`src/rtl/vend_fsm_param.sv`:
```
// Parametrised vending controller with greedy one-coin-per-second change.
// Optional coin overpay rejection is enabled by defining VEND_OVERPAY_REJECT_EN.
module vend_fsm_param #(
  parameter int                   N_ITEMS     = 3,
  parameter int                   W           = 10,
  parameter logic [N_ITEMS*W-1:0] PRICES      = {10'd110, 10'd70, 10'd30},
  parameter int                   COIN0       = 20,
  parameter int                   COIN1       = 50,
  parameter int                   COIN2       = 100,
  parameter int                   CHG0        = 10,
  parameter int                   CHG1        = 50,
  parameter int                   CHG2        = 100,
  parameter int                   TIMEOUT_S   = 10,
  parameter int                   VEND_S      = 2,
  parameter int                   REFUND_S    = 2,
  parameter int                   MAX_OVERPAY = 50
) (
  input  logic               clk,
  input  logic               rst,
  input  logic               tick_1hz,
  input  logic [N_ITEMS-1:0] sel,
  input  logic [2:0]         coin,
  input  logic               cancel,
  output logic [1:0]         state,
  output logic [W-1:0]       credit,
  output logic [W-1:0]       price,
  output logic [N_ITEMS-1:0] item_oh,
  output logic               vend_on,
  output logic [2:0]         chg_coin,
  output logic               coin_reject,
  output logic [3:0]         secs
);

  localparam logic [1:0] S_IDLE   = 2'd0;
  localparam logic [1:0] S_COIN   = 2'd1;
  localparam logic [1:0] S_VEND   = 2'd2;
  localparam logic [1:0] S_CHANGE = 2'd3;
  localparam int         WX       = W + 1;

`ifdef VEND_OVERPAY_REJECT_EN
  localparam logic REJECT_EN = 1'b1;
`else
  localparam logic REJECT_EN = 1'b0;
`endif

  function automatic logic [N_ITEMS-1:0] lowest_bit(input logic [N_ITEMS-1:0] v);
    logic [N_ITEMS-1:0] res;
    res = '0;
    for (int i = N_ITEMS - 1; i >= 0; i--) begin
      if (v[i]) begin
        res    = '0;
        res[i] = 1'b1;
      end else begin
        res = res;
      end
    end
    return res;
  endfunction

  function automatic logic [W-1:0] price_of(input logic [N_ITEMS-1:0] oh);
    logic [W-1:0] p;
    p = '0;
    for (int i = 0; i < N_ITEMS; i++) begin
      if (oh[i]) begin
        p = PRICES[i*W +: W];
      end else begin
        p = p;
      end
    end
    return p;
  endfunction

  // Greedy change: largest change coin not exceeding the remaining credit.
  function automatic logic [2:0] chg_pick(input logic [W-1:0] c);
    if (c >= W'(CHG2)) begin
      return 3'b100;
    end else if (c >= W'(CHG1)) begin
      return 3'b010;
    end else if (c >= W'(CHG0)) begin
      return 3'b001;
    end else begin
      return 3'b000;
    end
  endfunction

  function automatic logic [W-1:0] chg_value(input logic [2:0] pick);
    case (pick)
      3'b100:  return W'(CHG2);
      3'b010:  return W'(CHG1);
      3'b001:  return W'(CHG0);
      default: return '0;
    endcase
  endfunction

  logic [1:0]         state_q, state_d;
  logic [W-1:0]       credit_q, credit_d;
  logic [W-1:0]       price_q, price_d;
  logic [N_ITEMS-1:0] item_q, item_d;
  logic [3:0]         secs_q, secs_d;
  logic [2:0]         chg_q, chg_d;
  logic               rej_q, rej_d;
  logic               vend_q;
  logic [W-1:0]       coin_val_s;
  logic               coin_any_s;
  logic               coin_ok_s;

  // Coin value decode with fixed priority and optional overpay limit.
  always_comb begin
    coin_any_s = |coin;
    if (coin[0]) begin
      coin_val_s = W'(COIN0);
    end else if (coin[1]) begin
      coin_val_s = W'(COIN1);
    end else if (coin[2]) begin
      coin_val_s = W'(COIN2);
    end else begin
      coin_val_s = '0;
    end
    coin_ok_s = !REJECT_EN ||
                (({1'b0, credit_q} + {1'b0, coin_val_s}) <= ({1'b0, price_q} + WX'(MAX_OVERPAY)));
  end

  // Next-state and datapath update.
  always_comb begin
    state_d  = state_q;
    credit_d = credit_q;
    price_d  = price_q;
    item_d   = item_q;
    secs_d   = secs_q;
    chg_d    = 3'b000;
    rej_d    = 1'b0;
    case (state_q)
      S_IDLE: begin
        credit_d = '0;
        if (sel != '0) begin
          item_d  = lowest_bit(sel);
          price_d = price_of(lowest_bit(sel));
          secs_d  = 4'd0;
          state_d = S_COIN;
        end else begin
          state_d = S_IDLE;
        end
      end
      S_COIN: begin
        if (credit_q >= price_q) begin
          state_d = S_VEND;
          secs_d  = 4'd0;
        end else if (cancel) begin
          state_d = S_CHANGE;
          secs_d  = 4'd0;
        end else if (coin_any_s && coin_ok_s) begin
          credit_d = credit_q + coin_val_s;
          secs_d   = 4'd0;
        end else begin
          // A rejected coin leaves the timeout running.
          rej_d = coin_any_s;
          if (tick_1hz) begin
            if (secs_q == 4'(TIMEOUT_S - 1)) begin
              state_d = S_CHANGE;
              secs_d  = 4'd0;
            end else begin
              secs_d = secs_q + 4'd1;
            end
          end else begin
            secs_d = secs_q;
          end
        end
      end
      S_VEND: begin
        if (tick_1hz) begin
          if (secs_q == 4'(VEND_S - 1)) begin
            state_d  = S_CHANGE;
            credit_d = credit_q - price_q;
            secs_d   = 4'd0;
          end else begin
            secs_d = secs_q + 4'd1;
          end
        end else begin
          secs_d = secs_q;
        end
      end
      S_CHANGE: begin
        if (tick_1hz) begin
          if (credit_q != '0) begin
            chg_d    = chg_pick(credit_q);
            credit_d = credit_q - chg_value(chg_pick(credit_q));
          end else begin
            credit_d = credit_q;
          end
          if (secs_q < 4'(REFUND_S)) begin
            secs_d = secs_q + 4'd1;
          end else begin
            secs_d = secs_q;
          end
        end else begin
          secs_d = secs_q;
        end
        if ((credit_q == '0) && (secs_q >= 4'(REFUND_S)) && (sel == '0)) begin
          state_d = S_IDLE;
          item_d  = '0;
          price_d = '0;
          secs_d  = 4'd0;
        end else begin
          state_d = state_d;
        end
      end
      default: begin
        state_d  = S_IDLE;
        credit_d = '0;
        price_d  = '0;
        item_d   = '0;
        secs_d   = 4'd0;
      end
    endcase
  end

  // State and output registers.
  always_ff @(posedge clk or posedge rst) begin
    if (rst) begin
      state_q  <= S_IDLE;
      credit_q <= '0;
      price_q  <= '0;
      item_q   <= '0;
      secs_q   <= 4'd0;
      chg_q    <= 3'b000;
      rej_q    <= 1'b0;
      vend_q   <= 1'b0;
    end else begin
      state_q  <= state_d;
      credit_q <= credit_d;
      price_q  <= price_d;
      item_q   <= item_d;
      secs_q   <= secs_d;
      chg_q    <= chg_d;
      rej_q    <= rej_d;
      vend_q   <= (state_d == S_VEND);
    end
  end

  assign state       = state_q;
  assign credit      = credit_q;
  assign price       = price_q;
  assign item_oh     = item_q;
  assign vend_on     = vend_q;
  assign chg_coin    = chg_q;
  assign coin_reject = rej_q;
  assign secs        = secs_q;

endmodule

```
`config.mk`:
```
export PLATFORM = sky130hd
export DESIGN_NAME = vend_fsm_param
export DESIGN_NICKNAME = d
export VERILOG_FILES = /design/src/rtl/vend_fsm_param.sv
export SDC_FILE = /design/constraint.sdc
export NUM_CORES = 1
export LEC_CHECK = 0
export ABC_AREA = 1
export BUFFER_PORTS_ARGS = -buffer_cell sky130_fd_sc_hd__buf_4
export CORE_MARGIN = 2
export CORE_UTILIZATION = 50
export DETAILED_ROUTE_END_ITERATION = 16
export MAX_ROUTING_LAYER = met4
export PLACE_DENSITY = 0.8
export RECOVER_POWER = 25
export SYNTH_ARGS = -nofsm -noshare
export SYNTH_HDL_FRONTEND = slang
export SYNTH_SLANG_ARGS = --single-unit
```
`constraint.sdc`:
```
create_clock -name clk -period 2.38 [get_ports clk]
set_input_delay 0.476 -clock clk [delete_from_list [all_inputs] [get_ports clk]]
set_output_delay 0.476 -clock clk [all_outputs]
set_load 0.02 [all_outputs]
```
==> impl_results.md <==
* Final-report max-slew violation count at 28
* Warnings, synthesis at 0
* Nets@finish at 568
* CTS Buf Count at 3
* #FFs+latches synth at 27
* Yosys cell types at 35
* Clk buf depth at 2
* Setup ws final at -0.347 ns
* CP arrival at roughly 3 ns
* Most frequent cells after synthesis: nand2_1, inv_1, nand3_1
* CTS tree: yes
* Multi-input gate area at ~2000 um^2
* Util after Layout at 0.774
* Drc violations at 0
* Fin crit period at approximately 2.7 ns
* Die height at 77.4 um
* Failing checks: max-capacitance violations, max-slew violations, negative setup slack
* Post-synth EDFFs at 0
* Hold EP: item_oh[0]$_DFFE_PP0P_
* Worst Min Path Start: sel[0]
* # IOs at 44
* Worst clock skew at about 0.013 ns
* First-pass GRT wire length at 13.6 mm
* Post-route ant nets at 0
* TritonRoute pass-1 iters at 6
* Hold depth at 3
* Setup tns final at -1.23 ns
* Nature of the critical path endpoint: flop
* Mapped Area at roughly 2700 um^2
* Clock latency on the worst-skew pair at around 0.30 ns
* Fmax at ~370 MHz
* CTS root buffer: clkbuf_8
* # fillers at 350
* WS Path Type: flop to flop
* Setup Viol. Count Final at 9
* Register area at 684 um^2
* Avg Cell Area, Syn at around 6.4 um^2
* Outcome: finished, violations left
* Finished Layout Cells at roughly 610
* Largest net degree at the start of global routing at 28
* Max Cap Viol at 1
* Register area share after synthesis at 0.251
* Total Wirelength at ~10 mm
* DR vias/cell at between 5 and 6
* Worst slew pin tran at 1.65 ns
* Asr flop ratio synth at 1.00
* Reg2reg end: credit[5]$_DFFE_PP0P_
* WL/cell at roughly 17 um
* Number of cells after detailed placement at 567
* Hold WC Path Type: input pin to flop
* Vias in the first global route at around 3000
* Reg2Reg Setup Slack at -0.35 ns
* Startpoint Class: flop
* TritonCTS Sinks at 27
* H-tree Lvls at 1
* Synth area leader: dfrtp_1
* DP HPWL at between 5 and 6 mm
* Worst Reg-to-Reg Cells at 17
* Clock Pin Slew Worst Setup and Hold Paths at approximately 0.12 ns
* DIE AREA at between 5000 and 6000 um^2
* Vias at approximately 3500
* Final hold viol count at 0
* Launching point of the worst reg2reg path: credit[7]$_DFFE_PP0P_
* Final Cycle Share at 1.15
* CP max FO at 6
* Global-route usage over all layers at 0.288
* Port buffer count at 38
* Prevailing post-synth register cell: dfrtp_1
* Final GP Congestion at roughly 0.96
* WP data required at between 2 and 3 ns
* Share of cells above drive strength 1 at 0.418
* Cells after Synth at between 400 and 500
* Row count at 26
* P&R area growth vs syn at 47.7%
* Top-area cell type share of the netlist area at 0.251
* Initial antenna violation count at 0
* Core Footprint at slightly above 5000 um^2
* Top post-synthesis cells by area: dfrtp_1, nand2_1, ha_1, inv_1, nand3_1
* RSZ-0062 raised after global routing: yes
* Initial core utilization at 0.524
* Count leader, synth: nand2_1
* Diodes inserted at 0
* 1st-iter DRT viols at ~360
* Die Wd at between 70 and 80 um
* Slew headroom at -0.100
* Setup slack at placement at -0.285 ns
* Grt ovf at 0
cell usage in the layout, fill, tap and decap left out, types with 6 or more instances in the layout:
master     n
a21oi_1    9
a21oi_2    6
buf_4    109
buf_6      7
dfrtp_1   20
dfrtp_2    7
ha_1      13
ha_4       6
inv_1     47
inv_2     14
nand2_1  120
nand2_2   24
nand3_1   36
nand3_2    6
nor2_1    17
nor2_2    12
o21ai_0   13
cell families (layout without fill, tap and decap cells):
group,Yosys count,in the layout,synth area share
AOI/OAI and AO/OA,48,48,0.104
and+or+nand+nor,245,245,0.411
adders and majority gates,21,21,0.100
other,1,5,0.00139
xor gates and xnor gates,4,4,0.0130
DFF,27,27,0.251
buffers and inverters,75,186,0.120
final cells by class:
cell class,instances,area share
inverter,64,0.0623
clock buffer,3,0.0104
timing repair buffer,118,0.228
sequential,27,0.172
clock inverter,1,0.00189
tap,70,0.0220
multi-input combinational,323,0.503
metrics by stage:
stage,instance area [um^2],hold slack (ns)
6_report,3980,0.458
3_3_place_gp,3350,0.461
4_1_cts,3650,0.268
3_5_place_dp,3350,0.474
5_1_grt,3980,0.469
2_1_floorplan,2720,0.528
worst max-delay path: stages (launching register included):
cell     delay, ns
dfrtp_2       0.45
buf_6         0.15
inv_2         0.08
nand2_2       0.08
nor2_4        0.12
nand2_2       0.12
inv_2         0.10
nand2_2       0.06
o21ai_1       0.12
buf_4         0.17
ha_4          0.20
inv_1         0.18
nor3_4        0.08
buf_4         0.13
nor3_1        0.21
o21ai_0       0.18
nand2_1       0.13
nand2_1       0.07
flip-flops by register name, indices dropped and copies added (netlist names):
signal,flops
price,5
vend_on,1
chg_coin,3
credit,10
item_oh,2
secs,4
state,2
how the worst max path moves through the flow:
stage	from	endpoint	slack, ns	cells past startpoint
3_5_place_dp	coin[0]	credit[9]$_DFFE_PP0P_	-0.29	19
6_report	credit[7]$_DFFE_PP0P_	credit[5]$_DFFE_PP0P_	-0.35	17
4_1_cts	credit[3]$_DFFE_PP0P_	credit[9]$_DFFE_PP0P_	-0.05	21
2_1_floorplan	credit[8]$_DFFE_PP0P_	credit[9]$_DFFE_PP0P_	0.0004	16
3_3_place_gp	coin[0]	credit[8]$_DFFE_PP0P_	-0.25	16
5_1_grt	credit[2]$_DFFE_PP0P_	credit[5]$_DFFE_PP0P_	-0.42	16
routing by layer:
metal | GRT usage | wire, um
met5 | - | 0
met1 | 0.346 | 3940
met4 | 0.102 | 609
met2 | 0.492 | 5020
met3 | 0.0453 | 887
what timing repair did:
action	in CTS	in global routing
setup buffers	23	14
setup endpoints to repair	7	14
hold buffers	0	0
resized for setup	24	61
pin swaps	15	34
Power is left out: the tool's default activity adds up to more than one toggle a clock period on the data nets, which glitch-free logic cannot reach.
